File: config.mk
export PLATFORM = sky130hd
export DESIGN_NAME = control_sequencer
export DESIGN_NICKNAME = d
export VERILOG_FILES = /design/src/rtl/control_sequencer_pkg.sv /design/src/rtl/control_sequencer_ring_counter.sv /design/src/rtl/control_sequencer.sv
export SDC_FILE = /design/constraint.sdc
export NUM_CORES = 1
export LEC_CHECK = 0
export CORE_AREA = 10 10 51 53
export CTS_CLUSTER_DIAMETER = 100
export DETAILED_ROUTE_END_ITERATION = 6
export DIE_AREA = 0 0 61 63
export PLACE_DENSITY = 0.69
export SYNTH_ARGS = -nofsm -noshare
export SYNTH_HDL_FRONTEND = slang
export SYNTH_SLANG_ARGS = --single-unit
File: constraint.sdc
create_clock -name clk -period 1.45 [get_ports clk]
set_input_delay 0.145 -clock clk [delete_from_list [all_inputs] [get_ports clk]]
set_output_delay 0.145 -clock clk [all_outputs]
set_load 0.05 [all_outputs]
File: src/rtl/control_sequencer_pkg.sv
// Shared opcodes, T-state one-hot codes and the control-word layout for the SAP-1 sequencer.
package control_sequencer_pkg;

   localparam int RING_W = 6;

   typedef enum logic [3:0] {
      OP_LDA = 4'h0,
      OP_ADD = 4'h1,
      OP_SUB = 4'h2,
      OP_OUT = 4'hE,
      OP_HLT = 4'hF
   } opcode_t;

   localparam logic [RING_W-1:0] T1 = 6'b000001;
   localparam logic [RING_W-1:0] T2 = 6'b000010;
   localparam logic [RING_W-1:0] T3 = 6'b000100;
   localparam logic [RING_W-1:0] T4 = 6'b001000;
   localparam logic [RING_W-1:0] T5 = 6'b010000;
   localparam logic [RING_W-1:0] T6 = 6'b100000;

   // Control word kept active-high internally; the top inverts the _n lines at the ports.
   typedef struct packed {
      logic cp;
      logic ep;
      logic lm;
      logic ce;
      logic li;
      logic ei;
      logic la;
      logic ea;
      logic su;
      logic eu;
      logic lb;
      logic lo;
   } ctrl_t;

   localparam ctrl_t CTRL_IDLE = '0;

   // Every source that can drive the shared W-bus.
   function automatic logic [4:0] bus_drivers(input ctrl_t c);
      return {c.ep, c.ce, c.ei, c.ea, c.eu};
   endfunction

endpackage

File: src/rtl/control_sequencer_ring_counter.sv
// One-hot T-state ring: loads T1 on clr, rotates left (last state wraps to T1) when enabled.
module ring_counter #(
   parameter int W = 6
) (
   input  logic         clk,
   input  logic         clr,
   input  logic         en,
   output logic [W-1:0] t_state
);

   always_ff @(posedge clk) begin
      if (clr)
         t_state <= W'(1);
      else if (en)
         t_state <= {t_state[W-2:0], t_state[W-1]};
   end

endmodule

File: src/rtl/control_sequencer.sv
// SAP-1 control unit: T-state ring plus opcode decode driving every W-bus load/enable line.
module control_sequencer
   import control_sequencer_pkg::*;
#(
   parameter int OPCODE_W = 4,
   parameter int T_STATES = 6
) (
   input  logic                clk,
   input  logic                clr,
   input  logic                run,
   input  logic [OPCODE_W-1:0] ir_opcode,
   output logic                cp,
   output logic                ep,
   output logic                lm_n,
   output logic                ce_n,
   output logic                li_n,
   output logic                ei_n,
   output logic                la_n,
   output logic                ea,
   output logic                su,
   output logic                eu,
   output logic                lb_n,
   output logic                lo_n,
   output logic                hlt,
   output logic [T_STATES-1:0] t_state
);

   logic [3:0] op;
   logic       halt;
   logic       hlt_t4;
   logic       ring_en;
   ctrl_t      ctrl;

   assign op = ir_opcode[3:0];

   // HLT must stop the ring on the very edge that sets halt, so the ring stays parked in T4.
   assign hlt_t4  = (t_state == T4) && (op == OP_HLT);
   assign ring_en = run && !halt && !hlt_t4;

   ring_counter #(
      .W(T_STATES)
   ) u_ring (
      .clk    (clk),
      .clr    (clr),
      .en     (ring_en),
      .t_state(t_state)
   );

   always_ff @(posedge clk) begin
      if (clr)
         halt <= 1'b0;
      else if (run && hlt_t4)
         halt <= 1'b1;
   end

   always_comb begin
      ctrl = CTRL_IDLE;
      if (!clr && !halt) begin
         unique case (t_state)
            T1: begin
               ctrl.ep = 1'b1;
               ctrl.lm = 1'b1;
            end
            T2: ctrl.cp = 1'b1;
            T3: begin
               ctrl.ce = 1'b1;
               ctrl.li = 1'b1;
            end
            T4: begin
               case (op)
                  OP_LDA, OP_ADD, OP_SUB: begin
                     ctrl.ei = 1'b1;
                     ctrl.lm = 1'b1;
                  end
                  OP_OUT: begin
                     ctrl.ea = 1'b1;
                     ctrl.lo = 1'b1;
                  end
                  default: ;
               endcase
            end
            T5: begin
               case (op)
                  OP_LDA: begin
                     ctrl.ce = 1'b1;
                     ctrl.la = 1'b1;
                  end
                  OP_ADD, OP_SUB: begin
                     ctrl.ce = 1'b1;
                     ctrl.lb = 1'b1;
                     ctrl.su = (op == OP_SUB);
                  end
                  default: ;
               endcase
            end
            T6: begin
               // su already asserted in T5 so the ALU result is settled before the accumulator load.
               if (op == OP_ADD || op == OP_SUB) begin
                  ctrl.eu = 1'b1;
                  ctrl.la = 1'b1;
                  ctrl.su = (op == OP_SUB);
               end
            end
            default: ;
         endcase
      end
   end

   assign cp   = ctrl.cp;
   assign ep   = ctrl.ep;
   assign lm_n = ~ctrl.lm;
   assign ce_n = ~ctrl.ce;
   assign li_n = ~ctrl.li;
   assign ei_n = ~ctrl.ei;
   assign la_n = ~ctrl.la;
   assign ea   = ctrl.ea;
   assign su   = ctrl.su;
   assign eu   = ctrl.eu;
   assign lb_n = ~ctrl.lb;
   assign lo_n = ~ctrl.lo;
   assign hlt  = halt && !clr;

   a_one_hot: assert property (@(posedge clk) disable iff (clr) $onehot(t_state))
      else $error("t_state left one-hot: %b", t_state);

   a_bus_excl: assert property (@(posedge clk) $countones(bus_drivers(ctrl)) <= 1)
      else $error("multiple W-bus drivers active: %b", bus_drivers(ctrl));

endmodule

After elaboration in Yosys (flattened, before gate mapping)
Index checks and enable logic that the tools add are counted.
- equal/unequal tests: 10
- multiplexer cells: 19
- bitwise operators: 7
- reduce and logical (&&, ||, !) cells: 13
- operators with widths (cell ; number):
    $mux W1 ; 13
    $mux W12 ; 1
    $eq A4 B4 Y1 const B ; 2
    $pmux W1 S2 ; 4
    $not A1 Y1 ; 7
    $eq A6 B1 Y1 const B ; 1
    $eq A6 B2 Y1 const B ; 1
    $eq A6 B3 Y1 const B ; 1
    $eq A6 B4 Y1 const B ; 1
    $eq A6 B5 Y1 const B ; 1
    $eq A6 B6 Y1 const B ; 1
    $logic_and A1 B1 Y1 ; 6
    $eq A4 B1 Y1 const B ; 1
    $eq A4 B2 Y1 const B ; 1
    $logic_not A4 Y1 ; 1
    $logic_not A1 Y1 ; 3
    $reduce_or A3 Y1 ; 1
    $mux W2 ; 1
    $reduce_or A2 Y1 ; 1
    $logic_or A1 B1 Y1 ; 1
- flip-flop bits (word level): 7
- output and inout bits: 19

Longest topological paths before layout
- depth after elaboration: 6
- depth in mapped cells: 4
- depth with buffers taken out: 3

Hierarchy
Synthesis repeated with hierarchy kept, for this count alone.
- cell total of the unflattened synthesis: 57
- area, all modules: 518.0 µm²
- by module, submodules not included (module ; instances ; cells an instance ; area an instance (µm²) ; sequential area each (µm²)):
    control_sequencer ; 1 ; 38 ; 300.3 ; 20.0
    ring_counter ; 1 ; 19 ; 217.7 ; 120.1

Worst setup path after synthesis
Ideal clock, no wire load.
- kind: reg2out
- from: reg u_ring.t_state[3]
- to: out ea
- arrival: 3054 ps
- data required time: 1305 ps
- slack: -1749 ps
- stages on the path, launching flop included: 4
- path buffers: 0
- cells stage by stage: dfxtp_1 -> or4b_4 -> nor2_1 -> nor4b_1
- cells in the longest elaborated chain, start to end: 3
- ends and longest elaborated chain (element ; RTL line ; text):
    start, declared ; control_sequencer_ring_counter.sv:8 ; output logic [W-1:0] t_state
    start signal, assigned ; control_sequencer_ring_counter.sv:15 ; t_state <= {t_state[W-2:0], t_state[W-1]};
    $eq A6 B4 Y1 ; control_sequencer.sv:59 ; unique case (t_state)
    $mux W1 ; control_sequencer.sv:59 ;
    $mux W12 ; control_sequencer.sv:58 ; if (!clr && !halt) begin
    end, declared ; control_sequencer.sv:19 ; output logic ea,
No other way between the ends.

Worst setup path after layout
- from: reg u_ring.t_state[5]
- to: out ea
The elaborated chain is that of the path after synthesis.

==> flow_summary_export.csv <==
group,metric,value,unit
status,failed_checks,"setup timing",
cts,ctsHtreeMaxLevel,1,
synthesis,ys_warn_count,0,
layout,utilization,74.3,%
synthesis,synthTopCellsByArea,"dfxtp_1, nand2b_1, nand3_1, nor2_1, nand4b_1",
layout,area_delta_synth_final,149,%
pwr,powerDensity,502,nW/µm²
pwr,combPwrFrac,37.9,%
cts,insertion_delay,0.26,ns
critical_path,crit_path_start,"u_ring.t_state[5]",
critical_path,r2r-start,"u_ring.t_state[5]",
timing,hold_violations,0,
synthesis,ys_ff_latch,7,
synthesis,synth_flop_cell,"dfxtp_1",
floorplanning,row_count,15,
critical_path,worstRegToRegCells,4,
timing,slew_headroom,77.2,%
cts,cts-buffers-inserted,3,
critical_path,cp_slowest_cell,"or4bb_4",
critical_path,crit_path_end_kind,"primary output",
layout,antenna_cells,0,
layout,ff_latch_area,161,µm²
layout,multi_input_area,472,µm²
placed_design,place_ws,-0.464,ns
detailed_routing,vias,689,
floorplanning,die_h,63,µm
global_routing,grt_overflow_total,0,
detailed_routing,wirelength,2140,µm
pwr,p_leak,0.000511,µW
pwr,power_switching_share,33.7,%
timing,setup_tns,-3.95,ns
floorplanning,die-area,3840,µm²
synthesis,ys_types,32,
synthesis,syn_area_per_cell,7.95,µm²
placed_design,io_buffers,25,
layout,layout-drive-gt1-share,63.2,%
hold_path,hold_class,"input port to flop",
timing,period_share,129,%
cts,clkTransAtPathRegs,0.05,ns
pwr,p_clk_share,29.4,%
pwr,seqPwrFrac,32.6,%
synthesis,syn-num-nets,69,
synthesis,postSynthCellCount,62,
critical_path,crit_path_max_incr_delay,0.56,ns
layout,fin_area,1230,µm²
critical_path,crit_path_start_kind,"flop",
pwr,peakVddDrop,0.535,mV
critical_path,path_max_fanout,2,
synthesis,synth_top_area_share,28.4,%
floorplanning,core_area,1650,µm²
floorplanning,initial_core_util,29.8,%
timing,layout_setup_ws,-0.417,ns
synthesis,synth_edf_count,0,
pwr,p_int,408,µW
timing,fin_crit,1.87,ns
cts,ctsHoldBuffers,0,
cts,max-clock-path-buffers,2,
flow_run,max_cap_viol_count,0,
cts,root_buffer,"clkbuf_4",
timing,grt_setup_unrepaired,"yes",
critical_path,required,1.31,ns
detailed_routing,drt_iter0_drc,12,
timing,skew,0.00625,ns
timing,finalSetupViolCount,16,
status,outcome,"finished, violations left",
floorplanning,io-pin-count,26,
global_routing,grt_pass1_wl,3540,µm
placed_design,place.gp.congestion,0.772,
placed_design,dpl.hpwl,1700,µm
detailed_routing,via_per_inst,5.14,
detailed_routing,dr.pass1.iters,4,
synthesis,ys_seq_area_share,28.4,%
timing,fmax,0.536,GHz
layout,nets,125,
placed_design,dpl_cell_area,1100,µm²
cts,cts_tree,"done",
global_routing,track_usage,11.5,%
synthesis,synthArstFlopShare,0,%
floorplanning,die_w,61,µm
cts,cts_sinks,7,
timing,finalMaxSlewViolations,0,
detailed_routing,wl_per_cell,16.0,µm
critical_path,path_cells,"or4bb_4 -> nor2_4 -> nor4b_4 -> buf_12",
critical_path,regToRegSetupSlack,-0.22,ns
detailed_routing,drc,0,
detailed_routing,ant_nets,0,
critical_path,crit_type,"flop to primary output",
timing,tightest_slew,0.339,ns
layout,fill_cells,118,
global_routing,antenna_found_initial,0,
critical_path,cp.arrival,1.72,ns
critical_path,timing.rr.end,"u_ring.t_state[0]",
critical_path,cp-endpoint,"ea",
global_routing,grt_max_degree,9,
global_routing,grt_pass1_vias,702,
synthesis,syn_area,493,µm²
pwr,p_sw,208,µW
synthesis,yosys.area.top_type,"dfxtp_1",
hold_path,min_from,"run",
==> kinds of logic after synthesis <==
kind of cell / Yosys count / synth area share (%)
DFF: 7 / 28.4
buffers and inverters: 3 / 2.28
xor gates and xnor gates: 1 / 1.78
AOI/OAI and AO/OA: 13 / 20.3
and+or+nand+nor: 38 / 47.2
==> per-stage QoR <==
| stage | power (µW) | hold slack (ns) | cells |
|---|---|---|---|
| 3_5_place_dp | 424 | 0.610 | 126 |
| 4_1_cts | 615 | 0.576 | 134 |
| 5_1_grt | 642 | 0.594 | 134 |
| 2_1_floorplan | 310 | 0.205 | 62 |
| 6_report | 616 | 0.568 | 134 |
| 3_3_place_gp | 420 | 0.598 | 126 |
==> power by group through the flow <==
| stage | Combinational (µW) | Sequential (µW) | Clock (µW) |
|---|---|---|---|
| after floorplan | 80.2 | 230 | 0 |
| after global placement | 217 | 203 | 0 |
| after detailed placement | 221 | 203 | 0 |
| after CTS | 233 | 201 | 182 |
| after global routing | 248 | 202 | 192 |
| final | 234 | 201 | 181 |
==> synthesized netlist by cell type (2+ instances only) <==
cell type / instances
nor3_1: 2
dfxtp_1: 7
or3_1: 2
nand4b_1: 2
nor2_1: 6
nand2_1: 4
nand3_1: 5
o21ai_0: 2
nor2b_1: 2
nand2b_1: 5
a31oi_1: 2
nor4_1: 2
inv_1: 2
==> cell type report <==
class | instances | area share (%)
Inverter | 2 | 0.612
Clock buffer | 4 | 2.14
Timing Repair Buffer | 52 | 43.9
Sequential cell | 7 | 13.1
Tap cell | 17 | 1.73
Multi-Input combinational cell | 52 | 38.4
==> cell usage in the layout (no fill, tap or decap), types with 2 or more instances in the layout <==
| master | netlist | layout |
|---|---|---|
| and4b_2 | 1 | 2 |
| buf_4 | 0 | 29 |
| dfxtp_4 | 0 | 5 |
| nand2b_1 | 5 | 5 |
| o21ai_0 | 2 | 2 |
| buf_12 | 0 | 7 |
| dfxtp_2 | 0 | 2 |
| nand3_1 | 5 | 3 |
| clkbuf_4 | 0 | 3 |
| clkdlybuf4s50_1 | 0 | 4 |
| nand4b_1 | 2 | 2 |
| nand2_1 | 4 | 4 |
| inv_1 | 2 | 2 |
| buf_6 | 0 | 7 |
| nor2b_1 | 2 | 2 |
| buf_8 | 0 | 3 |
| nor4_4 | 0 | 2 |
| nor2_1 | 6 | 5 |
| dlygate4sd2_1 | 0 | 2 |
==> registers in the layout (all words and copies together), names as in the netlist <==
name	cells
u_ring.t_state	6
halt	1
==> how the worst min path moves through the flow <==
stage                        endpoint  slack, ns  cells after the start
finish                           halt       0.57                      2
global route                     halt       0.59                      2
CTS                              halt       0.58                      2
detailed placement  u_ring.t_state[1]       0.61                      2
global placement    u_ring.t_state[1]       0.60                      2
floorplan           u_ring.t_state[3]       0.20                      1
==> what timing repair did <==
action / in CTS / in global routing
pin swaps: 14 / 2
hold endpoints to repair: 0 / 0
setup endpoints to repair: 14 / 16
setup buffers: 5 / 1
gates resized for setup: 17 / 2
==> worst max-delay path: cells and delay by family, from the launching register on <==
kind,cells,cell delay [ns]
DFF,1,0.34
and+or+nand+nor,3,0.94
buffers and inverters,1,0.18
==> metal layers <==
metal,up-vias,GRT usage [%],part of all wire [%]
met5,-,0,0
met4,0,3.30,1.4
met3,5,3.66,7.5
met2,20,17.7,48
met1,311,14.5,43
li1,353,-,-
Note: power is estimated with default switching activity, not from simulation.
